==> src/rtl/pulse_sel_pkg.sv <==
// Shared definitions for the pulse selector: FSM state encoding, default
// channel count/width, and a helper for index-port widths.
package pulse_sel_pkg;

  typedef enum logic [1:0] {
    IDLE  = 2'd0,
    ACK   = 2'd1,
    PULSE = 2'd2
  } state_t;

  localparam int N_DEFAULT = 4;
  localparam int W_DEFAULT = 8;

  function automatic int idx_width(input int n);
    return (n > 1) ? $clog2(n) : 1;
  endfunction

endpackage

==> src/rtl/pulse_sel_n_if.sv <==
// Channel-side bundle of the pulse selector: per-channel data/valid in,
// shared ready, output pulse and selected index out.
interface pulse_sel_n_if
  import pulse_sel_pkg::*;
#(
  parameter int N = N_DEFAULT,
  parameter int W = W_DEFAULT
);

  localparam int IW = idx_width(N);

  logic [N-1:0]   dav_;
  logic [N*W-1:0] x;
  logic           mode;
  logic           rfd;
  logic           out;
  logic [IW-1:0]  sel_idx;

  modport master (
    output dav_, x, mode,
    input  rfd, out, sel_idx
  );

  modport slave (
    input  dav_, x, mode,
    output rfd, out, sel_idx
  );

endinterface

==> src/rtl/sel_n.sv <==
// Combinational max/min selector over N packed channels; ties resolve to the
// lowest channel index because only strict improvements replace the winner.
module sel_n
  import pulse_sel_pkg::*;
#(
  parameter int N = N_DEFAULT,
  parameter int W = W_DEFAULT,
  localparam int IW = idx_width(N)
) (
  input  logic [N*W-1:0] x,
  input  logic           mode,
  output logic [W-1:0]   v,
  output logic [IW-1:0]  index
);

  // Add cell: carry-out of a + ~b + 1 is set exactly when a >= b (unsigned).
  function automatic logic geq(input logic [W-1:0] a, input logic [W-1:0] b);
    return 1'(({1'b0, a} + {1'b0, ~b} + (W+1)'(1)) >> W);
  endfunction

  logic [W-1:0]  best;
  logic [IW-1:0] best_idx;
  logic [W-1:0]  cand;

  always_comb begin
    best     = x[W-1:0];
    best_idx = '0;
    cand     = '0;
    for (int i = 1; i < N; i++) begin
      cand = x[i*W +: W];
      if (mode ? !geq(cand, best) : !geq(best, cand)) begin
        best     = cand;
        best_idx = IW'(i);
      end
    end
  end

  assign v     = best;
  assign index = best_idx;

endmodule

==> src/rtl/pulse_sel_n.sv <==
// Captures the max/min of N channels once all valids are low, handshakes via
// rfd, then emits a pulse exactly V cycles long. All outputs are registered.
module pulse_sel_n
  import pulse_sel_pkg::*;
#(
  parameter int N = N_DEFAULT,
  parameter int W = W_DEFAULT,
  localparam int IW = idx_width(N)
) (
  input  logic         clock,
  input  logic         reset_,
  pulse_sel_n_if.slave bus
);

  state_t        state_q, state_d;
  logic [W-1:0]  count_q, count_d;
  logic [IW-1:0] sel_idx_q, sel_idx_d;
  logic          rfd_q, rfd_d;
  logic          out_q, out_d;

  logic [W-1:0]  sel_v;
  logic [IW-1:0] sel_index;

  sel_n #(.N(N), .W(W)) u_sel (
    .x     (bus.x),
    .mode  (bus.mode),
    .v     (sel_v),
    .index (sel_index)
  );

  always_ff @(posedge clock) begin
    if (reset_) begin
      state_q   <= IDLE;
      count_q   <= '0;
      sel_idx_q <= '0;
      rfd_q     <= 1'b1;
      out_q     <= 1'b0;
    end else begin
      state_q   <= state_d;
      count_q   <= count_d;
      sel_idx_q <= sel_idx_d;
      rfd_q     <= rfd_d;
      out_q     <= out_d;
    end
  end

  // rfd/out are derived from the next state so they can be registered
  // without adding a cycle of lag relative to the state register.
  always_comb begin
    state_d   = state_q;
    count_d   = count_q;
    sel_idx_d = sel_idx_q;
    unique case (state_q)
      IDLE: begin
        if (bus.dav_ == '0) begin
          state_d   = ACK;
          count_d   = sel_v;
          sel_idx_d = sel_index;
        end
      end
      ACK: begin
        if (&bus.dav_) begin
          state_d = (count_q != '0) ? PULSE : IDLE;
        end
      end
      PULSE: begin
        if (count_q != '0) begin
          count_d = count_q - 1'b1;
        end
        if (count_q <= W'(1)) begin
          state_d = IDLE;
        end
      end
      default: state_d = IDLE;
    endcase
    rfd_d = (state_d == IDLE);
    out_d = (state_d == PULSE);
  end

  assign bus.rfd     = rfd_q;
  assign bus.out     = out_q;
  assign bus.sel_idx = sel_idx_q;

endmodule

==> src/flat_wrapper.sv <==
// flat-port wrapper written by rule: the top's interface ports become plain ports
module pulse_sel_n_flat import pulse_sel_pkg::*;
#(
  parameter int N = N_DEFAULT,
  parameter int W = W_DEFAULT,
  localparam int IW = idx_width(N)
)
  (clock, reset_, bus_dav_, bus_x, bus_mode, bus_rfd, bus_out, bus_sel_idx);
  pulse_sel_n_if #(.N(N), .W(W)) bus_i ();
  input  logic clock;
  input  logic reset_;
  input wire logic [$bits(bus_i.dav_)-1:0] bus_dav_;
  input wire logic [$bits(bus_i.x)-1:0] bus_x;
  input wire logic [$bits(bus_i.mode)-1:0] bus_mode;
  output wire logic [$bits(bus_i.rfd)-1:0] bus_rfd;
  output wire logic [$bits(bus_i.out)-1:0] bus_out;
  output wire logic [$bits(bus_i.sel_idx)-1:0] bus_sel_idx;
  assign bus_i.dav_ = bus_dav_;
  assign bus_i.x = bus_x;
  assign bus_i.mode = bus_mode;
  assign bus_rfd = bus_i.rfd;
  assign bus_out = bus_i.out;
  assign bus_sel_idx = bus_i.sel_idx;
  pulse_sel_n #(.N(N), .W(W)) u_core (.clock(clock), .reset_(reset_), .bus(bus_i));
endmodule
==> config.mk <==
export PLATFORM = sky130hd
export DESIGN_NAME = pulse_sel_n_flat
export DESIGN_NICKNAME = d
export VERILOG_FILES = /design/src/rtl/pulse_sel_pkg.sv /design/src/rtl/pulse_sel_n_if.sv /design/src/rtl/sel_n.sv /design/src/rtl/pulse_sel_n.sv /design/src/flat_wrapper.sv
export SDC_FILE = /design/constraint.sdc
export NUM_CORES = 1
export LEC_CHECK = 0
export CAP_MARGIN = 10
export CELL_PAD_IN_SITES_DETAIL_PLACEMENT = 0
export CELL_PAD_IN_SITES_GLOBAL_PLACEMENT = 2
export CORE_MARGIN = 8
export CORE_UTILIZATION = 30
export CTS_CLUSTER_DIAMETER = 120
export DETAILED_ROUTE_END_ITERATION = 8
export GPL_TIMING_DRIVEN = 0
export HOLD_SLACK_MARGIN = 0.1
export MAX_ROUTING_LAYER = met4
export PLACE_DENSITY = 0.89
export SETUP_SLACK_MARGIN = 0.02
export SLEW_MARGIN = 5
export SYNTH_ARGS = -nofsm -noshare
export SYNTH_HDL_FRONTEND = slang
export SYNTH_SLANG_ARGS = --single-unit
==> constraint.sdc <==
create_clock -name clock -period 8.6 [get_ports clock]
set_clock_uncertainty 0.05 [all_clocks]
set_input_delay 1.72 -clock clock [delete_from_list [all_inputs] [get_ports clock]]
set_output_delay 1.72 -clock clock [all_outputs]
set_load 0.01 [all_outputs]
==> results of run 1 <==
power by group:
group	leakage [nW]	switching, mW	internal, mW	total, mW
Clock	0.0288	0.0260	0.0406	0.0667
Combinational	1.16	0.104	0.0830	0.187
Sequential	0.113	0.00245	0.0673	0.0698
metrics by stage:
step | setup TNS (ns) | setup WS, ns | power [mW] | instances
2_1_floorplan | 0 | 1.17 | 0.197 | 307
5_1_grt | 0 | 0.0627 | 0.352 | 453
3_3_place_gp | -5.26 | -0.599 | 0.250 | 447
6_report | 0 | 0.575 | 0.323 | 453
3_5_place_dp | -5.35 | -0.600 | 0.252 | 447
4_1_cts | 0 | 0.136 | 0.320 | 451
cells in the mapped netlist, types with 2 or more instances:
| cell | count | area share (%) |
|---|---|---|
| a21oi_1 | 20 | 4.5 |
| inv_1 | 46 | 7.8 |
| or3_1 | 3 | 0.85 |
| o21ai_0 | 24 | 5.4 |
| and3_1 | 2 | 0.56 |
| a21o_1 | 6 | 2.0 |
| a311o_1 | 2 | 0.90 |
| a211oi_1 | 12 | 4.1 |
| o211a_1 | 3 | 1.4 |
| a211o_1 | 2 | 0.79 |
| dfxtp_1 | 14 | 13 |
| nand4_1 | 4 | 1.1 |
| or2_2 | 2 | 0.56 |
| o21a_1 | 3 | 1.0 |
| a31oi_1 | 7 | 2.0 |
| nor4_1 | 5 | 1.4 |
| mux2i_1 | 10 | 4.5 |
| nand3_1 | 4 | 0.90 |
| a311oi_1 | 2 | 0.79 |
| nor3b_1 | 4 | 1.4 |
| ha_1 | 40 | 23 |
| clkbuf_1 | 4 | 0.68 |
| nand2_1 | 23 | 3.9 |
| o21bai_1 | 2 | 0.68 |
| nand2b_1 | 2 | 0.56 |
| buf_1 | 2 | 0.34 |
| nor2_1 | 25 | 4.2 |
| nor3_1 | 9 | 2.0 |
| o221ai_1 | 2 | 0.79 |
| nor2b_1 | 2 | 0.56 |
| o31a_1 | 4 | 1.6 |
final timing paths:
path / startpoint / end / slack (ns)
min reg2reg: u_core.bus.sel_idx[0] / u_core.bus.sel_idx[0] / 0.46
max reg2reg: u_core.state_q[0] / u_core.count_q[4] / 6.56
min: u_core.bus.sel_idx[0] / u_core.bus.sel_idx[0] / 0.46
max: bus_x[3] / u_core.count_q[6] / 0.57
worst min-delay path, cell delays in order, from the launching register on:
cell,delay (ns)
dfxtp_1,0.31
nor2_1,0.10
a311oi_1,0.05
sequential cells by signal (all words and copies together) (netlist names):
register	cells
u_core.count_q	8
u_core.bus.sel_idx	2
u_core.state_q	2
u_core.bus.out	1
u_core.bus.rfd	1
logic make-up after synthesis:
group / share of synthesized area [%]
compound gates: 31.2
simple gates: 19.8
buf+inv: 9.31
fa+ha+maj: 22.6
flops: 12.6
mux: 4.51
cell type report:
class	count	area [µm²]
Sequential cell	14	280
Timing Repair Buffer	43	425
Inverter	46	173
Fill cell	794	4340
Buffer	7	36.3
Multi-Input combinational cell	240	1780
Tap cell	99	124
Clock buffer	4	55.1
routing by layer:
metal  wire (µm)  up-vias  share of wire [%]
li1            -     1205                  -
met1        2900     1069                 48
met2        2970       44                 49
met5           0        -                  0
met3         169        5                2.8
met4          45        0               0.74
repair_timing:
item                                    in CTS  in global routing
gates resized for setup                      4                 10
pin swaps                                    0                  1
setup buffers                                0                  2
endpoints found under the setup margin      10                 10
hold endpoints to repair                     0                  0
==> results.toml, run 1 <==
[run_status]
status = "complete, no violations"

[critical_path]
crit_arrival_ns = 8.10
critPathTopFamily = "compound AO/OA/AOI/OAI gates"
cp-start-kind = "primary input"
cp.depth = 29
cp.buffers_inverters = 5
cp_max_fo = 10
max_stage_delay_ns = 0.50
r2r_cells = 5
critical_path.slowest_cell = "clkdlybuf4s50_1"
cp_data_required_time_ns = 8.67
crit_path_end_kind = "flip-flop"
crit_type = "primary input to flip-flop"

[pwr]
power_leakage_nw = 1.30
p_per_area_nw_per_um2 = 113
irDropWorstVdd_uv = 43.7

[sta]
grt_setup_unrepaired = "false"
final_max_slew_viol_count = 0
whs_ns = 0.458
report.final.setup_viol = 0
period_minus_slack_ns = 8.03
hold_viol = 0
worstMarginPinSlew_ns = 0.806
timing.fmax_ghz = 0.125
slew_headroom_pct = 45.8
period_share_pct = 93.3

[floorplan]
ioPinCount = 43
dieWidth_um = 102
die-height_um = 102
die_area_um2 = 10400
coreArea_um2 = 7210
rows = 31
start_util_pct = 30.7

[route]
drt_iter0_drc = 41
num_vias = 2323
drc_errors = 0
drtPass1Iterations = 4
wirelength_mm = 6.08
wl_per_cell_um = 13.4
ant_nets = 0
vias_per_cell = 5.13

[global_route]
grt_pass1_vias = 2223
grt_util_met2_pct = 21.6
met1_usage_pct = 14.8
antenna_found_initial = 0
gr-usage-met3_pct = 1.02
track_usage_pct = 12.3
grt_overflow = 0
grt_max_degree = 11
grt-busiest-layer = "met2"
grt_pass1_wl_mm = 10.3

[layout]
fin_area_um2 = 2870
layout.nets = 434
antenna_cells = 0
final_common_cell = "inv_1"
final_cell_mix = "46 x inv_1, 41 x clkdlybuf4s50_1, 40 x ha_1, 24 x nor2_1, 23 x nand2_1"
syn2layout_area_growth_pct = 29.5
drive_gt1_share_pct = 5.65
final_util_pct = 39.8

[clock_network]
cts_made_buffers = 3
tritoncts = "built"
clock_latency_ns = 0.25
clk_pin_slew_worst_paths_ns = 0.06
htreeDepth = 1
cts_hold_buf = 0
cts_root_buf = "clkbuf_8"
cts_sinks = 14
cts.path.max_buffers = 2

[synth]
synth-edff-count = 0
syn_area_per_cell_um2 = 7.22
synth_async_sr_flop_share_pct = 0
synth.cell_area_um2 = 2220
synth-seq-cells = 14
synth-seq-area-share_pct = 12.6
dominantRegCellSynth = "dfxtp_1"
ys_types = 48
ys_warn_count = 0
syn_inst = 307
synth_fp_nets = 386

[placed_design]
gp_congestion = 0.787
placed_cell_area_um2 = 2760
port-buffer-count = 41
hpwl_mm = 5.16

[worst_hold_path]
whs_path_depth = 2
hp-class = "flip-flop to flip-flop"

[job]
max_cap_viol_count = 0
Note: power is estimated with default switching activity, not from simulation.
==> run 2, diff against run 1 <==
Settings changed: CORE_UTILIZATION 30 to 31, PLACE_DENSITY 0.89 to 0.88, SYNTH_HIERARCHICAL set to 1.
==> results.toml, run 2 <==
[layout]
seqCellArea_um2 = 280
syn2layout_area_growth_pct = 31.3
fin_area_um2 = 3180
layout.nets = 454
largest_register_ffs = 8
n_fill_cell = 827
final_cell_mix = "48 x inv_1, 42 x clkdlybuf4s50_1, 41 x ha_1, 28 x nand2_1, 21 x a21oi_1"
final_util_pct = 41.6
multi_input_comb_area_um2 = 1970
final_common_cell = "inv_1"
drive_gt1_share_pct = 14.2
antenna_cells = 0
largest_register = "u_core/count_q"

[critical_path]
cp_max_fo = 10
critPathMostFrequentCell = "ha_1"
critical_path.slowest_cell = "clkdlybuf4s50_1"
crit_path_end_kind = "flip-flop"
crit_arrival_ns = 8.25
crit_type = "primary input to flip-flop"
r2r_cells = 6
cp-start-kind = "primary input"
cp_data_required_time_ns = 8.69
max_stage_delay_ns = 0.50

[floorplan]
die_area_um2 = 10900
start_util_pct = 31.7
dieWidth_um = 104
coreArea_um2 = 7650
rows = 32
ioPinCount = 43
die-height_um = 104

[synth]
synth_mux_area_share_pct = 6.71
synth_async_sr_flop_share_pct = 0
synth_most_common_cell = "inv_1"
synth_compound_area_share_pct = 28.8
yosysTopAreaCellShare_pct = 21.2
synth-edff-count = 0
synth_xor_area_share_pct = 0
synth-seq-cells = 14
ys_warn_count = 6
synth-seq-area-share_pct = 11.6
synthTopCellsByCount = "48 x inv_1, 41 x ha_1, 28 x nand2_1"
synth_fp_nets = 394
synth_fa_ha_area_share_pct = 21.2
yosys.area_share.simple_pct = 22.6
dominantRegCellSynth = "dfxtp_1"
syn_area_per_cell_um2 = 7.72
yosys-top-cells-area = "ha_1 21%, dfxtp_1 12%, inv_1 7.4%, a21oi_1 4.7%, mux2i_1 4.5%"
ys_types = 66
syn_inst = 314
yosys.area.top_type = "ha_1"
synth.cell_area_um2 = 2420
synth_top_family_by_area = "compound AO/OA/AOI/OAI gates"

[placed_design]
dpl_worst_slack_ns = -0.646
gp_congestion = 0.789
port-buffer-count = 42
placed_cell_area_um2 = 2970
hpwl_mm = 5.47

[clock_network]
tritoncts = "built"
cts_made_buffers = 3
cts.path.max_buffers = 2
clk_pin_slew_worst_paths_ns = 0.06
clock_latency_ns = 0.25
cts_root_buf = "clkbuf_8"
cts_sinks = 14
htreeDepth = 1
cts_hold_buf = 0

[global_route]
grt_overflow = 0
grt_pass1_wl_mm = 11.0
grt_pass1_vias = 2291
antenna_found_initial = 0
grt_max_degree = 11
track_usage_pct = 12.2

[route]
wirelength_mm = 6.60
drt_iter0_drc = 139
wl_per_cell_um = 13.9
ant_nets = 0
drc_errors = 0
vias_per_cell = 5.04
drtPass1Iterations = 4
num_vias = 2393

[worst_hold_path]
whs_path_depth = 2
hp-class = "flip-flop to flip-flop"

[sta]
worstMarginPinSlew_ns = 0.888
hold_viol = 0
period_minus_slack_ns = 8.17
period_share_pct = 95.0
setup_slack_ns = 0.432
timing.fmax_ghz = 0.122
slew_headroom_pct = 40.3
final_max_slew_viol_count = 0
report.final.setup_viol = 0

[pwr]
p_per_area_nw_per_um2 = 121
irDropWorstVdd_uv = 51.3
power_leakage_nw = 1.43

[run_status]
status = "complete, no violations"

[job]
max_cap_viol_count = 0
-- run 2: cell count changes after synthesis, sizes merged, moves of 5 or more --
cell | before | now
a211oi | 12 | 6
a31oi | 7 | 2
nand2 | 23 | 28
nand3 | 4 | 12
nor2 | 25 | 17
-- run 2: report_power, final --
group / switching (mW) / internal [mW] / total [mW]
combinational: 0.129 / 0.120 / 0.249
sequential: 0.00292 / 0.0674 / 0.0703
clock: 0.0246 / 0.0406 / 0.0651
total: 0.157 / 0.228 / 0.385
-- run 2: final timing paths --
path / start / slack [ns] / end
setup / recovery: bus_x[7] / 0.43 / u_core/count_q[0]
hold / removal: u_core/bus.sel_idx[0] / 0.40 / u_core/bus.sel_idx[0]
setup reg to reg: u_core/count_q[0] / 6.51 / u_core/count_q[0]
hold reg to reg: u_core/bus.sel_idx[0] / 0.40 / u_core/bus.sel_idx[0]
-- run 2: per-layer routing --
layer / vias to the layer above / global-route usage, % / wire (µm) / share of wire, %
li1: 1257 / - / - / -
met5: - / - / 0 / 0
met2: 46 / 18.0 / 2890 / 44
met3: 2 / 1.49 / 237 / 3.6
met4: 0 / 1.55 / 7 / 0.11
met1: 1088 / 17.4 / 3460 / 52
-- run 2: kinds of logic (layout without fill, tap and decap cells) --
kind of cell             after synthesis  after routing
AND/OR/NAND/NOR                       99             99
adder cells (fa/ha/maj)               41             41
AO/OA/AOI/OAI                         92             92
buffers and inverters                 53            112
flip-flops                            14             14
multiplexers                          15             15
-- run 2: timing repair --
| item | in CTS | in global routing |
|---|---|---|
| buffers inserted | 5 | 8 |
| pin swaps | 2 | 9 |
| hold endpoints to repair | 0 | 0 |
| gates resized for setup | 2 | 13 |
| endpoints found under the setup margin | 7 | 10 |
-- run 2: layout make-up --
type	count	area share [%]
clock buffer	4	1.73
inverter	48	5.66
tap	102	4.01
sequential	14	8.80
buffer	5	1.41
timing repair buffer	55	16.7
multi-input combinational	247	61.7
-- run 2: worst max-delay path, delay by kind of cell --
kind                     cells  cell delay, ns
AO/OA/AOI/OAI               14            2.27
AND/OR/NAND/NOR              8            1.44
adder cells (fa/ha/maj)      3            1.10
buffers and inverters        5            1.04
multiplexers                 2            0.67
-- run 2: through the flow --
step | power, mW | std cells | hold slack [ns] | setup TNS [ns]
after global placement | 0.291 | 458 | 0.394 | -2.83
after global routing | 0.421 | 475 | 0.450 | -0.00231
final | 0.385 | 475 | 0.404 | 0
after detailed placement | 0.293 | 458 | 0.397 | -3.54
after CTS | 0.378 | 467 | 0.406 | 0
after floorplan | 0.231 | 314 | 0.428 | 0
==> run 3, diff against run 2 <==
Settings changed: SLEW_MARGIN 5 to 20.
==> results of run 3 <==
Same layout as run 2: the final DEF is identical, and so are final timing and power.
==> variant 1, RTL diff (config.mk and constraints of run 1) <==
The 3 states of `state_t` get a one-hot encoding in 3 bits.
--- a/src/rtl/pulse_sel_pkg.sv
+++ b/src/rtl/pulse_sel_pkg.sv
@@ -2,10 +2,10 @@
 // channel count/width, and a helper for index-port widths.
 package pulse_sel_pkg;
 
-  typedef enum logic [1:0] {
-    IDLE  = 2'd0,
-    ACK   = 2'd1,
-    PULSE = 2'd2
+  typedef enum logic [2:0] {
+    IDLE  = 3'b001,
+    ACK   = 3'b010,
+    PULSE = 3'b100
   } state_t;
 
   localparam int N_DEFAULT = 4;
Behaviour: no difference found for any inputs over 10 cycles, from zero or initial values and one cycle with reset_ high; not proved beyond that.
==> variant 1 against run 1 <==
Total power is 3.8% lower. Worst setup slack improved by 0.037 ns. First-iteration DRC count is 80% higher. Global-route usage fell by 0.62 points. Sequential cell count grew 1. Wire length shrank 6.8%. Synthesized area fell by 4.5%. Cell area decreased by 5.0%. Critical endpoint is now u_core.count_q[5]. Largest power group unchanged. Highest routed layer unchanged.
==> variant 1: results (changes against run 1) <==
- Yosys cell types: 52 (+8.3%)
- Max_slew headroom: 24.6% (-21 points)
- Worst VDD drop: 0.0406 mV (-7.1%)
- Non-clk bufs: 49 (-2.0%)
- Crit path largest cell delay: 0.58 ns (+0.08 ns)
- Mean area per synthesized cell: 7.49 um2 (+3.6%)
- Nets: 410 (-5.5%)
- Seq area share: 11.0% (+1.2 points)
- Post-CTS Resized: 0 (-4)
- Largest net degree at the start of global routing: 15 (+4)
- Worst-path maximum fanout: 12 (+2)
- Power share of the clock group: 18.5% (-2.1 points)
- Detailed Route Iter0 Violations: 74 (+80%)
- Layout non-clock buf frac: 16.7% (+0.62 points)
- Synth Area in Adders: 23.6% (+1.1 points)
- Post-synth net total: 362 (-6.2%)
- R2R depth: 7 (+2)
- # clock sinks: 15 (+1)
- Nonclk inv count: 47 (+2.2%)
- Pint: 0.186 mW (-2.4%)
- Multi-In Gates: 215 (-10%)
- Compound-Gate Fraction of Synth Area: 32.3% (+1.1 points)
- WL/cell: 13.3 um (-0.93%)
- Synth top cells by count: inv_1 (47), ha_1 (40), a21oi_1 (19), o21ai_0 (19), nand2_1 (18)
- HPWL Detailed: 4730 um (-8.3%)
- Layout cells sized above 1: 5.45% (-0.20 points)
- Status: finished clean
- Top post-synthesis cells by area: ha_1 (24%), dfxtp_1 (14%), inv_1 (8.3%)
[variant 1: metal layers]
layer | share of wire, % | vias up | global-route usage [%]
met1 | 52 | 946 | 17.1
met3 | 5.4 | 4 | 1.87
met5 | 0 | - | -
li1 | - | 1117 | -
met4 | 0.67 | 0 | 1.98
met2 | 42 | 42 | 16.3
[variant 1: kinds of logic after synthesis]
family,after synthesis
AOI/OAI and AO/OA,99
adders and majority gates,40
buffers and inverters,53
DFF,15
muxes,11
and+or+nand+nor,65
[variant 1: path summary, 6_finish.rpt]
| check | start | to |
|---|---|---|
| setup / recovery | bus_x[1] | u_core.count_q[5] |
| hold reg to reg | u_core.bus.sel_idx[1] | u_core.bus.sel_idx[1] |
| hold / removal | u_core.bus.sel_idx[1] | u_core.bus.sel_idx[1] |
| setup reg to reg | u_core.count_q[2] | u_core.count_q[4] |
==> variant 2, RTL diff (config.mk and constraints of run 1) <==
Made on the original files. Change the package constant `W_DEFAULT` from 8 to 6.
--- a/src/rtl/pulse_sel_pkg.sv
+++ b/src/rtl/pulse_sel_pkg.sv
@@ -9,7 +9,7 @@
   } state_t;
 
   localparam int N_DEFAULT = 4;
-  localparam int W_DEFAULT = 8;
+  localparam int W_DEFAULT = 6;
 
   function automatic int idx_width(input int n);
     return (n > 1) ? $clog2(n) : 1;
Ports: changed (resized bus_x); port bits go from 43 to 35. The function was not compared with the original's and may differ.
==> variant 2 against run 1 <==
Fmax up 0.78%. Total power down 15%. Critical path depth down 3. Wire length down 25%. Sequential cell count down 2. Synthesized area down 24%. Worst setup slack better by 0.062 ns. Critical endpoint is now u_core.count_q[3]. Largest cell class unchanged. Cell area down 24%.
==> variant 2: results (changes against run 1) <==
- Status: finished clean
- Post-synth net total: 298 (-23%)
- Worst VDD drop: 0.0565 mV (+29%)
- Power share of the clock group: 22.4% (+1.8 points)
- Global-route wire length before repair: 7700 um (-25%)
- Layout clock area frac: 2.52% (+0.60 points)
- Nonclk inv count: 34 (-26%)
- Vias per inst: 5.00 (-2.5%)
- Synth top cells by count: inv_1 (34), ha_1 (29), nand2_1 (27)
- Nets: 337 (-22%)
- R2R Setup Slk: 6.68 ns (+0.12 ns)
- Port buffer count: 34 (-17%)
- Worst R2R End: u_core.count_q[5]
- Placer's final routability congestion estimate: 0.851 (+8.1%)
- Post-route minimum period: 7.96 ns (-0.0618 ns)
- P_comb: 0.153 mW (-18%)
- Top post-synthesis cells by area: ha_1 (21%), dfxtp_1 (14%), inv_1 (7.5%)
- Utilization after layout: 40.0% (+0.18 points)
- Detailed Route Iter0 Violations: 84 (+100%)
- Critical path arrival: 8.02 ns (-0.08 ns)
- Critical path launch point: bus_x[5]
- Setup Slack @ Placement: 0.180 ns (+0.780 ns)
- Post-CTS Resized: 0 (-4)
- Max reg flops: 6 (-2)
- NetSw: 0.110 mW (-17%)
- HPWL Detailed: 3860 um (-25%)
- Layout fillers: 615 (-23%)
- Critical Path End: u_core.count_q[3]
==> variant 2: cell count changes in the layout (fill, tap and decap cells not counted), sizes merged, moves of 6 or more <==
cell           delta
inv              -12
ha               -11
nor2             -10
a211oi            -8
mux2i             -8
clkdlybuf4s50     -7
nand3             +6
==> variant 2: per-layer routing <==
metal	up-vias	share of wire (%)	GRT usage (%)
met4	0	0	1.23
met2	20	42	16.7
li1	942	-	-
met5	-	0	-
met3	0	2.9	1.65
met1	778	55	15.6
==> variant 2: kinds of logic (layout without fill, tap and decap cells) <==
group	count (synthesis)	after routing	share of synthesized area (%)
buffers and inverters	38	76	8.86
AND/OR/NAND/NOR	80	80	23.1
AO/OA/AOI/OAI	76	76	30.6
multiplexers	3	3	1.85
flip-flops	12	12	14.2
adder cells (fa/ha/maj)	29	29	21.4
